==> src/rtl/ec_pkg.sv <==
// Shared constants and encodings for the 8-bit accumulator processor datapath.
package ec_pkg;
  localparam int EC_DATA_W = 8;
  localparam int EC_ADDR_W = 5;
  localparam int EC_OP_W   = EC_DATA_W - EC_ADDR_W;

  typedef enum logic [2:0] {
    LOAD  = 3'b000,
    STORE = 3'b001,
    ADD   = 3'b010,
    SUB   = 3'b011,
    INPUT = 3'b100,
    JZ    = 3'b101,
    JPOS  = 3'b110,
    HALT  = 3'b111
  } opcode_e;

  typedef enum logic [1:0] {
    ASEL_ALU   = 2'b00,
    ASEL_INPUT = 2'b01,
    ASEL_MEM   = 2'b10,
    ASEL_ZERO  = 2'b11
  } asel_e;
endpackage

==> src/rtl/ec_ram.sv <==
// Unified program/data RAM: one registered read port, one write port where the
// boot strobe overrides the CPU store. Writes are blocked while reset is held.
module ec_ram
  import ec_pkg::*;
#(
  parameter int DATA_W   = EC_DATA_W,
  parameter int ADDR_W   = EC_ADDR_W,
  parameter     MEM_INIT = ""
) (
  input  logic              CLOCK_50,
  input  logic              reset,
  input  logic [ADDR_W-1:0] raddr,
  input  logic              we,
  input  logic [ADDR_W-1:0] waddr,
  input  logic [DATA_W-1:0] wdata,
  input  logic              prog_we,
  input  logic [ADDR_W-1:0] prog_addr,
  input  logic [DATA_W-1:0] prog_data,
  output logic [DATA_W-1:0] rdata
);
  logic [DATA_W-1:0] mem [2**ADDR_W];

  // Nonblocking write and read in one block give read-old-data on a collision.
  always_ff @(posedge CLOCK_50 or negedge reset) begin
    if (!reset) begin
      rdata <= '0;
    end else begin
      rdata <= mem[raddr];
      if (prog_we) mem[prog_addr] <= prog_data;
      else if (we) mem[waddr] <= wdata;
    end
  end
endmodule

==> src/rtl/ec_datapath.sv <==
// Accumulator processor datapath: PC, IR, A, address/source muxes, add/sub and
// status flags, driven cycle by cycle by the external control unit.
module ec_datapath
  import ec_pkg::*;
#(
  parameter int DATA_W   = EC_DATA_W,
  parameter int ADDR_W   = EC_ADDR_W,
  parameter     MEM_INIT = ""
) (
  input  logic                     CLOCK_50,
  input  logic                     reset,
  input  logic                     IRload,
  input  logic                     JMPmux,
  input  logic                     PCload,
  input  logic                     Meminst,
  input  logic                     MemWr,
  input  logic [1:0]               Asel,
  input  logic                     Aload,
  input  logic                     Sub,
  input  logic [DATA_W-1:0]        Input,
  input  logic                     prog_we,
  input  logic [ADDR_W-1:0]        prog_addr,
  input  logic [DATA_W-1:0]        prog_data,
  output logic [DATA_W-ADDR_W-1:0] IR,
  output logic                     Aeq0,
  output logic                     Apos,
  output logic [DATA_W-1:0]        Output,
  output logic [ADDR_W-1:0]        PC_out
);
  logic [ADDR_W-1:0] pc, ir_addr, mem_addr, pc_next;
  logic [DATA_W-1:0] ir, a, rdata, alu, a_next;

  assign ir_addr  = ir[ADDR_W-1:0];
  assign mem_addr = Meminst ? ir_addr : pc;
  assign pc_next  = JMPmux ? ir_addr : pc + ADDR_W'(1);
  assign alu      = Sub ? a + ~rdata + DATA_W'(1) : a + rdata;

  always_comb begin
    a_next = a;
    case (asel_e'(Asel))
      ASEL_ALU:   a_next = alu;
      ASEL_INPUT: a_next = Input;
      ASEL_MEM:   a_next = rdata;
      ASEL_ZERO:  a_next = '0;
      default:    a_next = a;
    endcase
  end

  // All enables sample pre-edge values, so simultaneous loads compose cleanly.
  always_ff @(posedge CLOCK_50 or negedge reset) begin
    if (!reset) begin
      pc <= '0;
      ir <= '0;
      a  <= '0;
    end else begin
      if (PCload) pc <= pc_next;
      if (IRload) ir <= rdata;
      if (Aload)  a  <= a_next;
    end
  end

  ec_ram #(
    .DATA_W   (DATA_W),
    .ADDR_W   (ADDR_W),
    .MEM_INIT (MEM_INIT)
  ) u_ram (
    .CLOCK_50  (CLOCK_50),
    .reset     (reset),
    .raddr     (mem_addr),
    .we        (MemWr),
    .waddr     (ir_addr),
    .wdata     (a),
    .prog_we   (prog_we),
    .prog_addr (prog_addr),
    .prog_data (prog_data),
    .rdata     (rdata)
  );

  assign IR     = ir[DATA_W-1:ADDR_W];
  assign Aeq0   = (a == '0);
  assign Apos   = !a[DATA_W-1] && (a != '0);
  assign Output = a;
  assign PC_out = pc;
endmodule

==> config.mk <==
export PLATFORM = sky130hd
export DESIGN_NAME = ec_datapath
export DESIGN_NICKNAME = d
export VERILOG_FILES = /design/src/rtl/ec_pkg.sv /design/src/rtl/ec_ram.sv /design/src/rtl/ec_datapath.sv
export SDC_FILE = /design/constraint.sdc
export NUM_CORES = 1
export LEC_CHECK = 0
export BUFFER_PORTS_ARGS = -buffer_cell sky130_fd_sc_hd__buf_4
export CELL_PAD_IN_SITES_DETAIL_PLACEMENT = 1
export CELL_PAD_IN_SITES_GLOBAL_PLACEMENT = 2
export CORE_AREA = 10 10 187 189
export CTS_BUF_LIST = sky130_fd_sc_hd__clkbuf_4 sky130_fd_sc_hd__clkbuf_8 sky130_fd_sc_hd__clkbuf_16
export DETAILED_ROUTE_END_ITERATION = 10
export DIE_AREA = 0 0 197 199
export PLACE_DENSITY = 0.85
export SYNTH_ARGS = -nofsm -noshare
export SYNTH_HDL_FRONTEND = slang
export SYNTH_SLANG_ARGS = --single-unit
==> constraint.sdc <==
create_clock -name CLOCK_50 -period 2.4 [get_ports CLOCK_50]
set_input_delay 0.12 -clock CLOCK_50 [delete_from_list [all_inputs] [get_ports CLOCK_50]]
set_output_delay 0.12 -clock CLOCK_50 [all_outputs]
set_load 0.01 [all_outputs]
==> metrics.md, run 1 <==
| Metric | Value |
|---|---|
| Final standard cell area without fillers | `about 15000 µm²` |
| Die boundary width | `197 µm` |
| Worst Hold End | `Output[0]` |
| Total internal power | `10.98 mW` |
| Max-cap check violation count | `0` |
| Worst Setup Path Type | `flop to flop` |
| Remaining Overflow, GRT | `0` |
| Setup skew after layout | `roughly 0.011 ns` |
| Hold Crit Class | `input port to flop` |
| Vias per cell | `5.762` |
| Final hold viol count | `0` |
| Detail Route Antenna Nets | `0` |
| Static leakage | `around 5.4 nW` |
| Largest fanout on the critical path | `6` |
| Net total in the final layout | `around 1000` |
| Final estimated routing congestion in global placement | `0.8769` |
| Pin count of the biggest net entering global routing | `33` |
| Buffer cell driving the clock tree root | `clkbuf_16` |
| Power per cell area | `1095 nW/µm²` |
| Critical Path Slowest Stage Cell | `dfrtp_1` |
| Endpoint of the lowest-slack register-to-register path | `Output[7]` |
| Vias in the first global route | `8861` |
| Outcome | `finished, final reports clean` |
| Number of rows in the core area | `65` |
| Cell area after synthesis | `between 10000 and 15000 µm²` |
| Power share of the sequential group | `0.363` |
| Post-route worst setup slack | `0.07513 ns` |
| CP max stage delay | `roughly 0.44 ns` |
| Total of endpoints with negative setup slack in the final report | `0` |
| Most frequent cells after synthesis | `256 x edfxtp_1, 78 x nand2_1, 58 x nor2_1, 43 x a21oi_1, 38 x o21ai_0` |
| Inserted Clock Buffers | `29` |
| Share of the yosys chip area belonging to registers | `0.6644` |
| Max transition margin | `0.3505` |
| Initial antenna violation count | `0` |
| Part of the power in the clock network | `0.276` |
| Dominant cell by count in the synthesized netlist | `edfxtp_1` |
| Final Max Slew Viols | `0` |
| Net Switching | `5.689 mW` |
| Arithmetic-cell share of the synthesized area counting full adders, half adders and majority gates | `0.01798` |
| Largest family of logic cells by synthesized area | `multiplexers` |
| Leading post-synthesis cells by cell area | `edfxtp_1 61%, mux4_2 6.4%, dfrtp_1 5.7%` |
| Final routed DRC violation total | `0` |
| Area of the core | `31230 µm²` |
| Fraction of layout instances using a drive strength above 1 | `0.2527` |
| Hold_ws | `0.009344 ns` |
| Fraction of power spent switching nets | `0.3414` |
| Chip height | `about 200 µm` |
| Worst VDD drop | `~0.60 mV` |
| Global-route usage over all layers | `0.1835` |
| Port Buffers | `50` |
| Bufs and invs on worst path | `0` |
| Basic-gate share of the synthesized area counting and, or, nand and nor cells | `0.07164` |
| Startpoint of the worst-slack reg-to-reg timing path | `Output[2]` |
| Post-synth EDFFs | `approximately 260` |
| Synth Area in XOR/XNOR | `0.003458` |
| Synthesized Nets | `912` |
| Hold path startpoint | `Input[0]` |
| Critical Path, Cell by Cell | `ha_2, o21ai_1, a21oi_1, o21ai_0, a211o_1, or3_1, and2_0, a311oi_1` |
| Number of library cell types mapped by synthesis | `58` |
| Final worst path period need | `2.325 ns` |
| Clock Sinks | `285` |
| Register-to-register path setup slack | `0.08 ns` |
| DR pass1 iterations | `5` |
| Worst Setup Start Kind | `flop` |
| Vias after detailed routing | `8200` |
| R2R cell count | `8` |
| Maximum number of buffers from clock root to sink | `3` |
| Cell class contributing the biggest share of worst-path delay | `compound AO/OA/AOI/OAI gates` |
| Layout Area Growth over Synthesis | `20.17%` |
| Avg Cell Area, Syn | `14.69 µm²` |
| Required arrival time at the worst endpoint | `2.85 ns` |
| Post-route clock period utilization | `0.9687` |
| Worst endpoint data arrival time | `2.78 ns` |
| Combinational power share | `0.362` |
| Tightest Pin Transition | `0.9742 ns` |
| Async set-reset flop share out of synthesis | `0.1018` |
| Highest clock rate | `roughly 430 MHz` |
| Top cell type's share of synthesized area | `0.6071` |
| Average wire length per cell after detail routing | `~25 µm` |
| Top cell type by total area after synthesis | `edfxtp_1` |
| Ys Warns | `0` |
| CTS H-tree depth | `1` |
| Area of the die | `39200 µm²` |
| Filler cells | `3089` |
| Iteration-0 DRC count of the detailed router | `723` |
| Number of storage elements in the synthesis netlist | `roughly 290` |
| I/O pin cnt | `between 50 and 60` |
| Total Wirelength | `between 30000 and 40000 µm` |
| Starting utilization of the core area | `0.4054` |
| Main flop type after synthesis | `edfxtp_1` |
| CTS tree | `built` |
| RSZ-0062 raised after global routing | `true` |
| Wire length of the first global-routing pass | `55280 µm` |
| Later-pin clock latency in the skew report | `0.56 ns` |
| # diodes | `0` |
| Setup WS pre-CTS | `0.06418 ns` |
| Hold path cells | `5` |
| Post-detail-place hpwl | `approximately 25000 µm` |
| Compound-Gate Fraction of Synth Area | `0.1044` |
| Final Power | `16.66 mW` |
| Mux share of post-synthesis cell area | `0.1103` |
| Type of destination of the critical path | `flop` |
| Register clock-pin slew on the reported worst setup and hold paths | `0.07 ns` |
| Mapped Cells | `around 860` |
| Dpl cell area | `roughly 14000 µm²` |
[worst reg2reg max path: cells and delay by family (launching register included)]
kind	cells	cell delay [ns]
DFF	1	0.44
and+or+nand+nor	2	0.48
adders and majority gates	1	0.41
AOI/OAI and AO/OA	5	0.90
[power by group through the flow]
stage | sequential [mW] | combinational (mW) | clock, mW
final | 6.05 | 6.03 | 4.59
after global routing | 6.08 | 6.47 | 4.88
after CTS | 6.04 | 5.89 | 4.64
after detailed placement | 6.15 | 5.80 | 0
after global placement | 6.13 | 5.64 | 0
after floorplan | 6.13 | 3.50 | 0
[state kept, by name (all words and copies together) (netlist names)]
| name | flops |
|---|---|
| Output | 8 |
| PC_out | 5 |
| ir | 8 |
| u_ram.mem | 256 |
| u_ram.rdata | 8 |
[how the worst max path moves through the flow]
stage                     slack [ns]            from  depth (start not counted)              end
after CTS                       0.03  u_ram.rdata[1]                          9        Output[7]
after global routing           -0.07       Output[2]                          8        Output[7]
after global placement          0.09  u_ram.rdata[1]                          9        Output[7]
after detailed placement        0.06       Output[1]                          8        Output[7]
after floorplan                 0.03       Output[1]                          2  u_ram.mem[0][1]
final                           0.08       Output[2]                          8        Output[7]
[timing repair]
action / CTS / global route
setup buffers: 0 / 0
resized for setup: 0 / 10
hold buffers: 11 / 0
endpoints found under the setup margin: 0 / 6
hold endpoints to repair: 50 / 0
[routing by layer]
metal,global-route usage,vias up,share of wire
met5,0,-,0
li1,-,3632,-
met2,0.3082,253,0.49
met4,0.06266,0,0.031
met3,0.02619,57,0.058
met1,0.2392,4258,0.42
[layout by cell type (no fill, tap or decap), drive strengths merged, types with 14 or more instances in the layout]
master  Yosys  layout
nand2b     30      30
buf        21     143
o22ai      15      15
a21oi      43      43
nor2       58      58
a22oi      37      37
clkinv      1      17
o21ai      39      39
mux2i      17      17
nand2      78      78
inv        25      26
clkbuf     28      31
ha         15      15
a31oi      14      14
edfxtp    256     256
dfrtp      29      29
mux2       16      16
mux4       44      44
[cell families (layout without fill, tap and decap cells)]
family	count (synthesis)	in the layout
compound gates	203	203
xor+xnor	5	5
fa+ha+maj	17	17
buf+inv	75	234
flops	285	285
mux	77	77
simple gates	200	200
[final cells by class]
cell class	instances	area, µm²	area share
flip-flops and latches	285	8413	0.5529
multi-input cells	502	3963	0.2604
repair buffers	154	1271	0.08355
clock buffers	31	740.7	0.04868
well taps	402	503.0	0.03306
clock inverters	23	227.7	0.01497
inverters	26	97.59	0.006414
[metrics by stage]
stage	setup TNS [ns]	std cells	utilization
CTS	0	1423	0.4855
finish	0	1423	0.4872
floorplan	0	862	-
global route	-0.1124	1423	0.4872
global placement	0	1358	0.4510
detailed placement	0	1358	0.4510
No activity file was read; power rests on OpenSTA's default activity.
==> run 2: changes to the inputs <==
--- a/config.mk
+++ b/config.mk
@@ -8,11 +8,11 @@
 export BUFFER_PORTS_ARGS = -buffer_cell sky130_fd_sc_hd__buf_4
 export CELL_PAD_IN_SITES_DETAIL_PLACEMENT = 1
 export CELL_PAD_IN_SITES_GLOBAL_PLACEMENT = 2
-export CORE_AREA = 10 10 187 189
+export CORE_AREA = 2 2 179 181
 export CTS_BUF_LIST = sky130_fd_sc_hd__clkbuf_4 sky130_fd_sc_hd__clkbuf_8 sky130_fd_sc_hd__clkbuf_16
 export DETAILED_ROUTE_END_ITERATION = 10
-export DIE_AREA = 0 0 197 199
-export PLACE_DENSITY = 0.85
+export DIE_AREA = 0 0 181 183
+export PLACE_DENSITY_LB_ADDON = 0.1
 export SYNTH_ARGS = -nofsm -noshare
 export SYNTH_HDL_FRONTEND = slang
 export SYNTH_SLANG_ARGS = --single-unit
==> metrics.md, run 2 (same netlist as run 1, synthesis figures left out) <==
| Metric | Value |
|---|---|
| Outcome | `finished, final reports clean` |
| Tightest Pin Transition | `0.8282 ns` |
| Worst Setup Path Type | `flop to flop` |
| DR pass1 iterations | `5` |
| Met1 Usage GRT | `0.3188` |
| Filler cells | `3075` |
| Final estimated routing congestion in global placement | `0.8828` |
| Cell class contributing the biggest share of worst-path delay | `multiplexers` |
| Worst VDD drop | `between 0.5 and 0.6 mV` |
| Later-pin clock latency in the skew report | `between 0.5 and 0.6 ns` |
| Startpoint of the worst-slack reg-to-reg timing path | `PC_out[0]` |
| Hold path startpoint | `Input[2]` |
| Worst endpoint data arrival time | `2.76 ns` |
| Worst setup path startpoint | `PC_out[0]` |
| Required arrival time at the worst endpoint | `2.83 ns` |
| Largest reg by FF count | `u_ram.mem` |
| Hold Crit Class | `input port to flop` |
| Max reg flops | `256` |
| Highest clock rate | `428.8 MHz` |
| Final worst path period need | `between 2 and 2.5 ns` |
| Critical Path, Cell by Cell | `mux2i_4, buf_12, buf_12, buf_12, mux4_2, a22oi_1, a31oi_1` |
| Vias per cell | `5.719` |
| Final hold viol count | `0` |
| RSZ-0062 raised after global routing | `true` |
| CP max stage delay | `0.49 ns` |
| Final Power | `17.18 mW` |
| Net total in the final layout | `roughly 1100` |
| Most congested layer reported by global routing | `met2` |
| Vias after detailed routing | `8144` |
| Max transition margin | `0.4479` |
| Commonest cells after routing, fill and taps aside | `256 x edfxtp_1, 133 x buf_4, 78 x nand2_1, 57 x nor2_1, 41 x a21oi_1` |
| Global-route usage over all layers | `0.2293` |
| Average wire length per cell after detail routing | `26.49 µm` |
| Fraction of layout instances using a drive strength above 1 | `0.2642` |
| Max-cap check violation count | `0` |
| Number of rows in the core area | `65` |
| Post-route core utilization | `0.4919` |
| Detail Route Antenna Nets | `0` |
| Buffer cell driving the clock tree root | `clkbuf_16` |
| Final routed DRC violation total | `0` |
| Pin count of the biggest net entering global routing | `33` |
| I/O pin cnt | `between 50 and 60` |
| Final Max Slew Viols | `0` |
| Total of endpoints with negative setup slack in the final report | `0` |
| Initial antenna violation count | `0` |
| # diodes | `0` |
| Remaining Overflow, GRT | `0` |
| Total Wirelength | `between 30000 and 40000 µm` |
| Clock Sinks | `285` |
| Inserted Clock Buffers | `31` |
| Static leakage | `between 5 and 6 nW` |
| Most common cell after layout, fill and taps aside | `edfxtp_1` |
| Wire length of the first global-routing pass | `56480 µm` |
| Starting utilization of the core area | `0.4054` |
| CP most frequent cell | `buf_12` |
| Area of the core | `roughly 31000 µm²` |
| Maximum number of buffers from clock root to sink | `3` |
| Port Buffers | `50` |
| Post-detail-place hpwl | `25040 µm` |
| Post-route clock period utilization | `0.9716` |
| CTS H-tree depth | `1` |
| Met3 Use GR | `0.02979` |
| Power per cell area | `1119 nW/µm²` |
| Bufs and invs on worst path | `3` |
| Chip height | `183 µm` |
| Vias in the first global route | `about 8700` |
| Area of the die | `33120 µm²` |
| Register clock-pin slew on the reported worst setup and hold paths | `~0.070 ns` |
| Type of destination of the critical path | `flop` |
| Die boundary width | `181 µm` |
| Iteration-0 DRC count of the detailed router | `between 600 and 700` |
| Worst Setup Start Kind | `flop` |
| Met2 routing resource usage after global routing | `0.3868` |
| Critical Path Slowest Stage Cell | `mux4_2` |
| Setup skew after layout | `approximately 0.023 ns` |
| CTS tree | `built` |
| Largest fanout on the critical path | `9` |
| Layout Area Growth over Synthesis | `21.33%` |
[run 2: changes by cell type in the layout (fill, tap and decap cells not counted), sizes merged]
| cell | previous run | this run |
|---|---|---|
| inv | 26 | 25 |
| clkinvlp | 2 | 1 |
| dlygate4sd3 | 11 | 13 |
| clkinv | 17 | 14 |
| clkbuf | 31 | 37 |
| buf | 143 | 141 |
[run 2: worst reg2reg max path, cell delays in order (launching register included)]
cell and delay [ns]:
dfrtp_2 0.46, mux2i_4 0.20, buf_12 0.16, buf_12 0.11
buf_12 0.13, mux4_2 0.49, a22oi_1 0.46, a31oi_1 0.17
[run 2: layer usage]
metal | share of wire | vias up | wire length (µm)
met2 | 0.48 | 222 | 18220
li1 | - | 3627 | -
met1 | 0.45 | 4246 | 17030
met4 | 0.020 | 0 | 746
met5 | 0 | - | 0
met3 | 0.046 | 49 | 1726
[run 2: where the power goes]
part | leakage [nW] | total, mW | internal (mW) | switching, mW
combinational | 2.28 | 6.29 | 2.70 | 3.59
sequential | 2.65 | 6.12 | 5.77 | 0.343
clock | 0.501 | 4.78 | 2.85 | 1.93
[run 2: metrics by stage]
stage / setup WS (ns) / setup TNS [ns] / instances / hold slack, ns / area [µm²]
after floorplan: 0.03227 / 0 / 862 / -0.1756 / 12660
after global placement: -0.1700 / -0.4677 / 1348 / -0.04700 / 13980
after detailed placement: -0.2053 / -0.5603 / 1348 / -0.04438 / 13980
after CTS: 0.002562 / 0 / 1420 / 0.003482 / 15230
after global routing: -0.04240 / -0.06145 / 1424 / 0.05495 / 15360
final: 0.06814 / 0 / 1424 / 0.02325 / 15360
[run 2: layout make-up]
type | instances | area, µm² | area share
Clock buffer | 37 | 820.8 | 0.05342
Timing Repair Buffer | 154 | 1287 | 0.08380
Tap cell | 402 | 503.0 | 0.03274
Sequential cell | 285 | 8417 | 0.5478
Inverter | 26 | 98.84 | 0.006434
Multi-Input combinational cell | 502 | 4045 | 0.2633
Clock inverter | 18 | 191.4 | 0.01246
[run 2: worst paths after layout]
kind | endpoint | slack [ns] | cells past startpoint
worst max-delay path | u_ram.rdata[4] | 0.07 | 7
worst min-delay path | Output[2] | 0.02 | 5
worst max register to register | u_ram.rdata[4] | 0.07 | 7
worst min register to register | ir[5] | 0.52 | 1
max in group asynchronous | ir[4] | 1.62 | 3
min in group asynchronous | PC_out[2] | 0.18 | 3
[run 2: timing repair]
action                     in CTS  in global routing
setup buffers                   4                  4
gates resized for setup        11                 19
hold buffers                   13                  0
setup endpoints to repair       8                 10
pin swaps                       2                  6
hold endpoints to repair       49                  0
